==> config.mk <==
export PLATFORM = sky130hd
export DESIGN_NAME = mouse_receiver
export DESIGN_NICKNAME = d
export VERILOG_FILES = /design/src/rtl/mouse_pkg.sv /design/src/rtl/ps2_line_sync.sv /design/src/rtl/mouse_receiver.sv
export SDC_FILE = /design/constraint.sdc
export NUM_CORES = 1
export LEC_CHECK = 0
export ABC_AREA = 1
export CORE_AREA = 2 2 64 78
export DETAILED_ROUTE_END_ITERATION = 6
export DIE_AREA = 0 0 66 80
export GPL_TIMING_DRIVEN = 0
export HOLD_SLACK_MARGIN = 0.06
export PLACE_DENSITY = 0.82
export SETUP_SLACK_MARGIN = 0.3
export SLEW_MARGIN = 20
export SYNTH_ARGS = -nofsm -noshare
export SYNTH_HDL_FRONTEND = slang
export SYNTH_SLANG_ARGS = --single-unit
==> constraint.sdc <==
create_clock -name CLK -period 4.1 [get_ports CLK]
set_input_delay 0.82 -clock CLK [delete_from_list [all_inputs] [get_ports CLK]]
set_output_delay 0.82 -clock CLK [all_outputs]
set_load 0.01 [all_outputs]
==> src/rtl/mouse_pkg.sv <==
// Shared types and constants for the PS/2 mouse host-side receiver.
// Frame layout: start(0), 8 data bits LSB-first, odd parity, stop(1).
`timescale 1ns/1ps
package mouse_pkg;

    typedef enum logic [2:0] {
        ST_IDLE   = 3'd0,
        ST_DATA   = 3'd1,
        ST_PARITY = 3'd2,
        ST_STOP   = 3'd3,
        ST_DONE   = 3'd4
    } rx_state_e;

    localparam int ERR_PARITY_BIT         = 0;
    localparam int ERR_STOP_BIT           = 1;
    localparam int PS2_DATA_BITS          = 8;
    localparam int DEFAULT_TIMEOUT_CYCLES = 50000;
    localparam int DEFAULT_FILTER_CYCLES  = 8;

    // Odd parity holds when data bits plus parity bit contain an odd count of ones.
    function automatic logic odd_parity_ok(
        input logic [PS2_DATA_BITS-1:0] data,
        input logic                     parity
    );
        return ^{data, parity};
    endfunction

endpackage

==> src/rtl/ps2_line_sync.sv <==
// Synchronises the PS/2 clock/data lines and flags mouse-clock falling edges.
// Optional clock-line glitch filter enabled by MOUSE_RX_GLITCH_FILTER_EN.
`timescale 1ns/1ps
module ps2_line_sync #(
    parameter int FILTER_CYCLES = 8
) (
    input  logic clk,
    input  logic rst,
    input  logic clk_in,
    input  logic data_in,
    output logic clk_fe,
    output logic data_sync
);

    if (FILTER_CYCLES < 1) begin : g_bad_filter
        $error("FILTER_CYCLES must be at least 1");
    end

    logic clk_meta_q, clk_meta_d;
    logic clk_sync_q, clk_sync_d;
    logic data_meta_q, data_meta_d;
    logic data_sync_q, data_sync_d;
    logic clk_prev_q, clk_prev_d;
    logic clk_line;

    always_comb begin
        clk_meta_d  = clk_in;
        clk_sync_d  = clk_meta_q;
        data_meta_d = data_in;
        data_sync_d = data_meta_q;
        clk_prev_d  = clk_line;
    end

    always_ff @(posedge clk or posedge rst) begin
        if (rst) begin
            clk_meta_q  <= 1'b1;
            clk_sync_q  <= 1'b1;
            data_meta_q <= 1'b1;
            data_sync_q <= 1'b1;
            clk_prev_q  <= 1'b1;
        end else begin
            clk_meta_q  <= clk_meta_d;
            clk_sync_q  <= clk_sync_d;
            data_meta_q <= data_meta_d;
            data_sync_q <= data_sync_d;
            clk_prev_q  <= clk_prev_d;
        end
    end

`ifdef MOUSE_RX_GLITCH_FILTER_EN
    localparam int FW = $clog2(FILTER_CYCLES + 1);

    logic          filt_q, filt_d;
    logic [FW-1:0] filt_cnt_q, filt_cnt_d;

    // Follow the synced line only once it has disagreed for FILTER_CYCLES cycles.
    always_comb begin
        filt_d     = filt_q;
        filt_cnt_d = '0;
        if (clk_sync_q != filt_q) begin
            if (filt_cnt_q == FW'(FILTER_CYCLES - 1)) begin
                filt_d = clk_sync_q;
            end else begin
                filt_cnt_d = filt_cnt_q + FW'(1);
            end
        end
    end

    always_ff @(posedge clk or posedge rst) begin
        if (rst) begin
            filt_q     <= 1'b1;
            filt_cnt_q <= '0;
        end else begin
            filt_q     <= filt_d;
            filt_cnt_q <= filt_cnt_d;
        end
    end

    assign clk_line = filt_q;
`else
    assign clk_line = clk_sync_q;
`endif

    assign clk_fe    = clk_prev_q & ~clk_line;
    assign data_sync = data_sync_q;

endmodule

==> src/rtl/mouse_receiver.sv <==
// Host-side PS/2 device-to-host byte receiver with framing checks and timeout.
// Build option MOUSE_RX_GLITCH_FILTER_EN adds a clock-line glitch filter.
`timescale 1ns/1ps
module mouse_receiver
    import mouse_pkg::*;
#(
    parameter int CLK_FREQ_HZ    = 50000000,
    parameter int TIMEOUT_CYCLES = DEFAULT_TIMEOUT_CYCLES,
    parameter int FILTER_CYCLES  = DEFAULT_FILTER_CYCLES
) (
    input  logic       CLK,
    input  logic       RESET,
    input  logic       CLK_MOUSE_IN,
    input  logic       DATA_MOUSE_IN,
    input  logic       READ_ENABLE,
    output logic [7:0] BYTE_READ,
    output logic [1:0] BYTE_ERROR_CODE,
    output logic       BYTE_READY
);

    if (TIMEOUT_CYCLES < 2 || CLK_FREQ_HZ < 1) begin : g_bad_params
        $error("TIMEOUT_CYCLES must be >= 2 and CLK_FREQ_HZ positive");
    end

    localparam int TW = $clog2(TIMEOUT_CYCLES);
    localparam int CW = $clog2(PS2_DATA_BITS) + 1;

    logic clk_fe;
    logic data_sync;

    ps2_line_sync #(
        .FILTER_CYCLES (FILTER_CYCLES)
    ) u_sync (
        .clk       (CLK),
        .rst       (RESET),
        .clk_in    (CLK_MOUSE_IN),
        .data_in   (DATA_MOUSE_IN),
        .clk_fe    (clk_fe),
        .data_sync (data_sync)
    );

    rx_state_e              state_q, state_d;
    logic [CW-1:0]          bit_cnt_q, bit_cnt_d;
    logic [PS2_DATA_BITS-1:0] shift_q, shift_d;
    logic                   parity_q, parity_d;
    logic [TW-1:0]          to_cnt_q, to_cnt_d;
    logic [7:0]             byte_q, byte_d;
    logic [1:0]             err_q, err_d;
    logic                   ready_q, ready_d;
    logic                   in_frame;
    logic                   timeout;

    always_comb begin
        state_d   = state_q;
        bit_cnt_d = bit_cnt_q;
        shift_d   = shift_q;
        parity_d  = parity_q;
        to_cnt_d  = '0;
        byte_d    = byte_q;
        err_d     = err_q;
        ready_d   = 1'b0;

        in_frame = (state_q == ST_DATA) || (state_q == ST_PARITY)
                || (state_q == ST_STOP);
        timeout  = in_frame && (to_cnt_q == TW'(TIMEOUT_CYCLES - 1));

        if (in_frame && !clk_fe) begin
            to_cnt_d = to_cnt_q + TW'(1);
        end

        unique case (state_q)
            ST_IDLE: begin
                if (READ_ENABLE && clk_fe && !data_sync) begin
                    state_d   = ST_DATA;
                    bit_cnt_d = '0;
                end
            end
            ST_DATA: begin
                if (clk_fe) begin
                    shift_d   = {data_sync, shift_q[PS2_DATA_BITS-1:1]};
                    bit_cnt_d = bit_cnt_q + CW'(1);
                    if (bit_cnt_q == CW'(PS2_DATA_BITS - 1)) begin
                        state_d = ST_PARITY;
                    end
                end
            end
            ST_PARITY: begin
                if (clk_fe) begin
                    parity_d = data_sync;
                    state_d  = ST_STOP;
                end
            end
            ST_STOP: begin
                if (clk_fe) begin
                    state_d = ST_DONE;
                    ready_d = 1'b1;
                    byte_d  = shift_q;
                    err_d[ERR_PARITY_BIT] = ~odd_parity_ok(shift_q, parity_q);
                    err_d[ERR_STOP_BIT]   = ~data_sync;
                end
            end
            ST_DONE: begin
                state_d = ST_IDLE;
            end
            default: begin
                state_d = ST_IDLE;
            end
        endcase

        // Losing the lines to the transmitter outranks everything, even a stop edge.
        if (state_q != ST_IDLE && !READ_ENABLE) begin
            state_d  = ST_IDLE;
            ready_d  = 1'b0;
            byte_d   = byte_q;
            err_d    = err_q;
            to_cnt_d = '0;
        end else if (timeout && !clk_fe) begin
            state_d  = ST_IDLE;
            to_cnt_d = '0;
        end
    end

    always_ff @(posedge CLK or posedge RESET) begin
        if (RESET) begin
            state_q   <= ST_IDLE;
            bit_cnt_q <= '0;
            shift_q   <= '0;
            parity_q  <= 1'b0;
            to_cnt_q  <= '0;
            byte_q    <= 8'h00;
            err_q     <= 2'b00;
            ready_q   <= 1'b0;
        end else begin
            state_q   <= state_d;
            bit_cnt_q <= bit_cnt_d;
            shift_q   <= shift_d;
            parity_q  <= parity_d;
            to_cnt_q  <= to_cnt_d;
            byte_q    <= byte_d;
            err_q     <= err_d;
            ready_q   <= ready_d;
        end
    end

    assign BYTE_READ       = byte_q;
    assign BYTE_ERROR_CODE = err_q;
    assign BYTE_READY      = ready_q;

endmodule
==> run_results.csv <==
group,metric,value,unit
outcome,run_status,"complete, no violations",
layout,diodes,0,
critical_path,worstSetupStartpointType,"flip-flop",
synth,syn_nets,283,
route,detail_route.iter0.violations,124,
synth,synth_top_area_cell,"dfrtp_1",
power,leakage,1.29,nW
layout,fin_cells,358,
sta,post-route-period-util,50.0,%
hold_path,holdPathEnd,"u_sync.data_sync",
floorplan,coreArea,4530,µm²
route,vias,1851,
global_route,overflow,0,
sta,rsz0062_at_grt,"false",
sta,fmax,487,MHz
place,preCtsSetupSlack,2.03,ns
power,switching_share,35.8,%
floorplan,die_height,80,µm
route,drc,0,
critical_path,cp_top_family,"buffers and inverters",
power,p_int,1.00,mW
critical_path,reg2reg_to,"to_cnt_q[5]",
floorplan,die_w,66,µm
sta,skew,0.0108,ns
sta,setup_slack,2.05,ns
synth,ys_warn_count,0,
layout,post-route-util,60.7,%
global_route,grt_pass1_vias,1809,
clock_tree,clockBufferDepth,2,
synth,synth.top_cell.area_share,45.2,%
synth,synth-seq-cells,48,
critical_path,r2r_start,"u_sync.clk_line",
synth,synth_cells,276,
route,wirelength,4.38,mm
critical_path,crit_chain,"clkdlybuf4s50_1",
synth,syn_area,2380,µm²
global_route,antenna_found_initial,0,
critical_path,critPathRequiredTime,3.28,ns
clock_tree,insertion_delay,0.31,ns
job,maxCapViolations,0,
route,ant_nets,0,
critical_path,critPathArrivalTime,1.23,ns
critical_path,cp_slowest_cell,"clkdlybuf4s50_1",
sta,final_max_slew_viol_count,0,
route,vias_per_cell,5.17,
critical_path,crit_type,"flip-flop to primary output",
critical_path,cp_max_fo,2,
power,ir_drop,0.369,mV
global_route,grt_max_degree,37,
global_route,grt_pass1_wl,7.73,mm
clock_tree,clk_pin_slew,0.09,ns
sta,period_needed,2.05,ns
floorplan,io_pins,16,
clock_tree,ctsHoldBuffers,0,
sta,worst_slew_pin_slew,0.290,ns
synth,avgSynthCellArea,8.63,µm²
hold_path,worst_hold_startpoint,"u_sync.data_meta_q",
sta,timing.hold.ws,0.361,ns
critical_path,ff2ff_path_depth,8,
global_route,grt_usage,18.6,%
synth,yosysSeqAreaShare,50.7,%
layout,nFillCells,401,
power,p_switching,0.558,mW
floorplan,row_count,27,
sta,finalSetupTns,0,ns
power,power_frac_comb,33.7,%
floorplan,dieArea,5280,µm²
clock_tree,cts_tree,"done",
place,post-dp-hpwl,3.17,mm
synth,yosysUniqueCellTypes,33,
layout,mostFrequentLayoutCell,"nand2_1",
power,powerDensity,568,nW/µm²
clock_tree,cts_inserted_buffers,5,
synth,ys_top_cells_by_area,"dfrtp_1, nand2_1, dfstp_2",
clock_tree,cts-root-buf,"clkbuf_8",
place,port_buffers,15,
critical_path,crit_buf_inv,1,
hold_path,hp-class,"flip-flop to flip-flop",
critical_path,max_stage_delay,0.55,ns
route,wire_per_inst,12.2,µm
clock_tree,postCtsSetupRepairBufs,0,
layout,area_delta_synth_final,15.3,%
power,clkPwrFrac,23.3,%
place,gp_congestion,0.875,
sta,hold_violations,0,
route,first_pass_iters,4,
sta,relSlewSlack,80.7,%
place,dp.cells,350,
clock_tree,htreeDepth,2,
critical_path,critPathCaptureType,"primary output",
floorplan,start_util,52.6,%
clock_tree,cts_resized,0,
layout,layout.nets,306,
clock_tree,cts.sinks,48,
layout,finalInstanceArea,2750,µm²
power,total_power,1.56,mW
layout,drive_above_1_share,16.7,%
critical_path,r2r_slack,2.54,ns
sta,setup_violations,0,
layout,final_cell_mix,"nand2_1, dfrtp_1, inv_1",
hold_path,min_path_cells,0,
power,seq_power_share,43.0,%
critical_path,worst-path-stages,1,
place,placed_area,2630,µm²
## final cells by class
class | count | area [µm²] | area share [%]
clock inverters | 2 | 38.8 | 1.41
multi-input cells | 185 | 986 | 35.9
plain buffers | 5 | 46.3 | 1.69
well taps | 58 | 72.6 | 2.64
repair buffers | 16 | 170 | 6.20
flip-flops and latches | 48 | 1210 | 44.0
inverters | 38 | 143 | 5.19
clock buffers | 6 | 82.6 | 3.01
## worst max-delay path by stage
stage	start	end	slack, ns
2_1_floorplan	RESET	BYTE_ERROR_CODE[0]	2.14
3_5_place_dp	READ_ENABLE	BYTE_ERROR_CODE[0]	2.03
4_1_cts	BYTE_READ[1]	BYTE_READ[1]	2.02
6_report	BYTE_READ[1]	BYTE_READ[1]	2.05
5_1_grt	BYTE_READ[1]	BYTE_READ[1]	2.00
3_3_place_gp	RESET	to_cnt_q[10]	1.26
## sequential cells by signal, summed over array words and instances, names as in the netlist, 2 cells and up
name / cells
BYTE_ERROR_CODE: 2
BYTE_READ: 8
bit_cnt_q: 4
shift_q: 8
state_q: 3
to_cnt_q: 16
## routing by layer
metal	wire length (µm)	track usage, %
met2	2400	34.5
met5	0	0
met1	1770	20.6
met4	91	6.73
met3	110	3.95
## power by group through the flow
stage | clock network [mW] | registers [mW] | logic [mW]
finish | 0.363 | 0.671 | 0.526
global route | 0.382 | 0.686 | 0.601
CTS | 0.366 | 0.672 | 0.533
detailed placement | 0 | 0.681 | 0.528
global placement | 0 | 0.673 | 0.502
floorplan | 0 | 0.672 | 0.387
## Yosys cell counts, drive strengths merged
cell and instances:
nand4 1, nor3 11, o22ai 1, buf 5
o21ai 20, dfstp 5, a21oi 5, ha 2
xor2 9, xnor2 5, nor3b 3, or2 1
a31oi 2, dfrtp 43, nand3 21, nand2 64
o21bai 1, inv 38, o2111ai 1, nor2 38
## cell families (layout without fill, tap and decap cells)
family          Yosys count  in the layout  share of synthesized area [%]
simple gates            139            139                           28.3
flops                    48             48                           50.7
buf+inv                  43             67                           7.93
compound gates           30             30                           6.88
xor+xnor                 14             14                           5.15
fa+ha+maj                 2              2                           1.05
No activity file was read; power rests on OpenSTA's default activity.
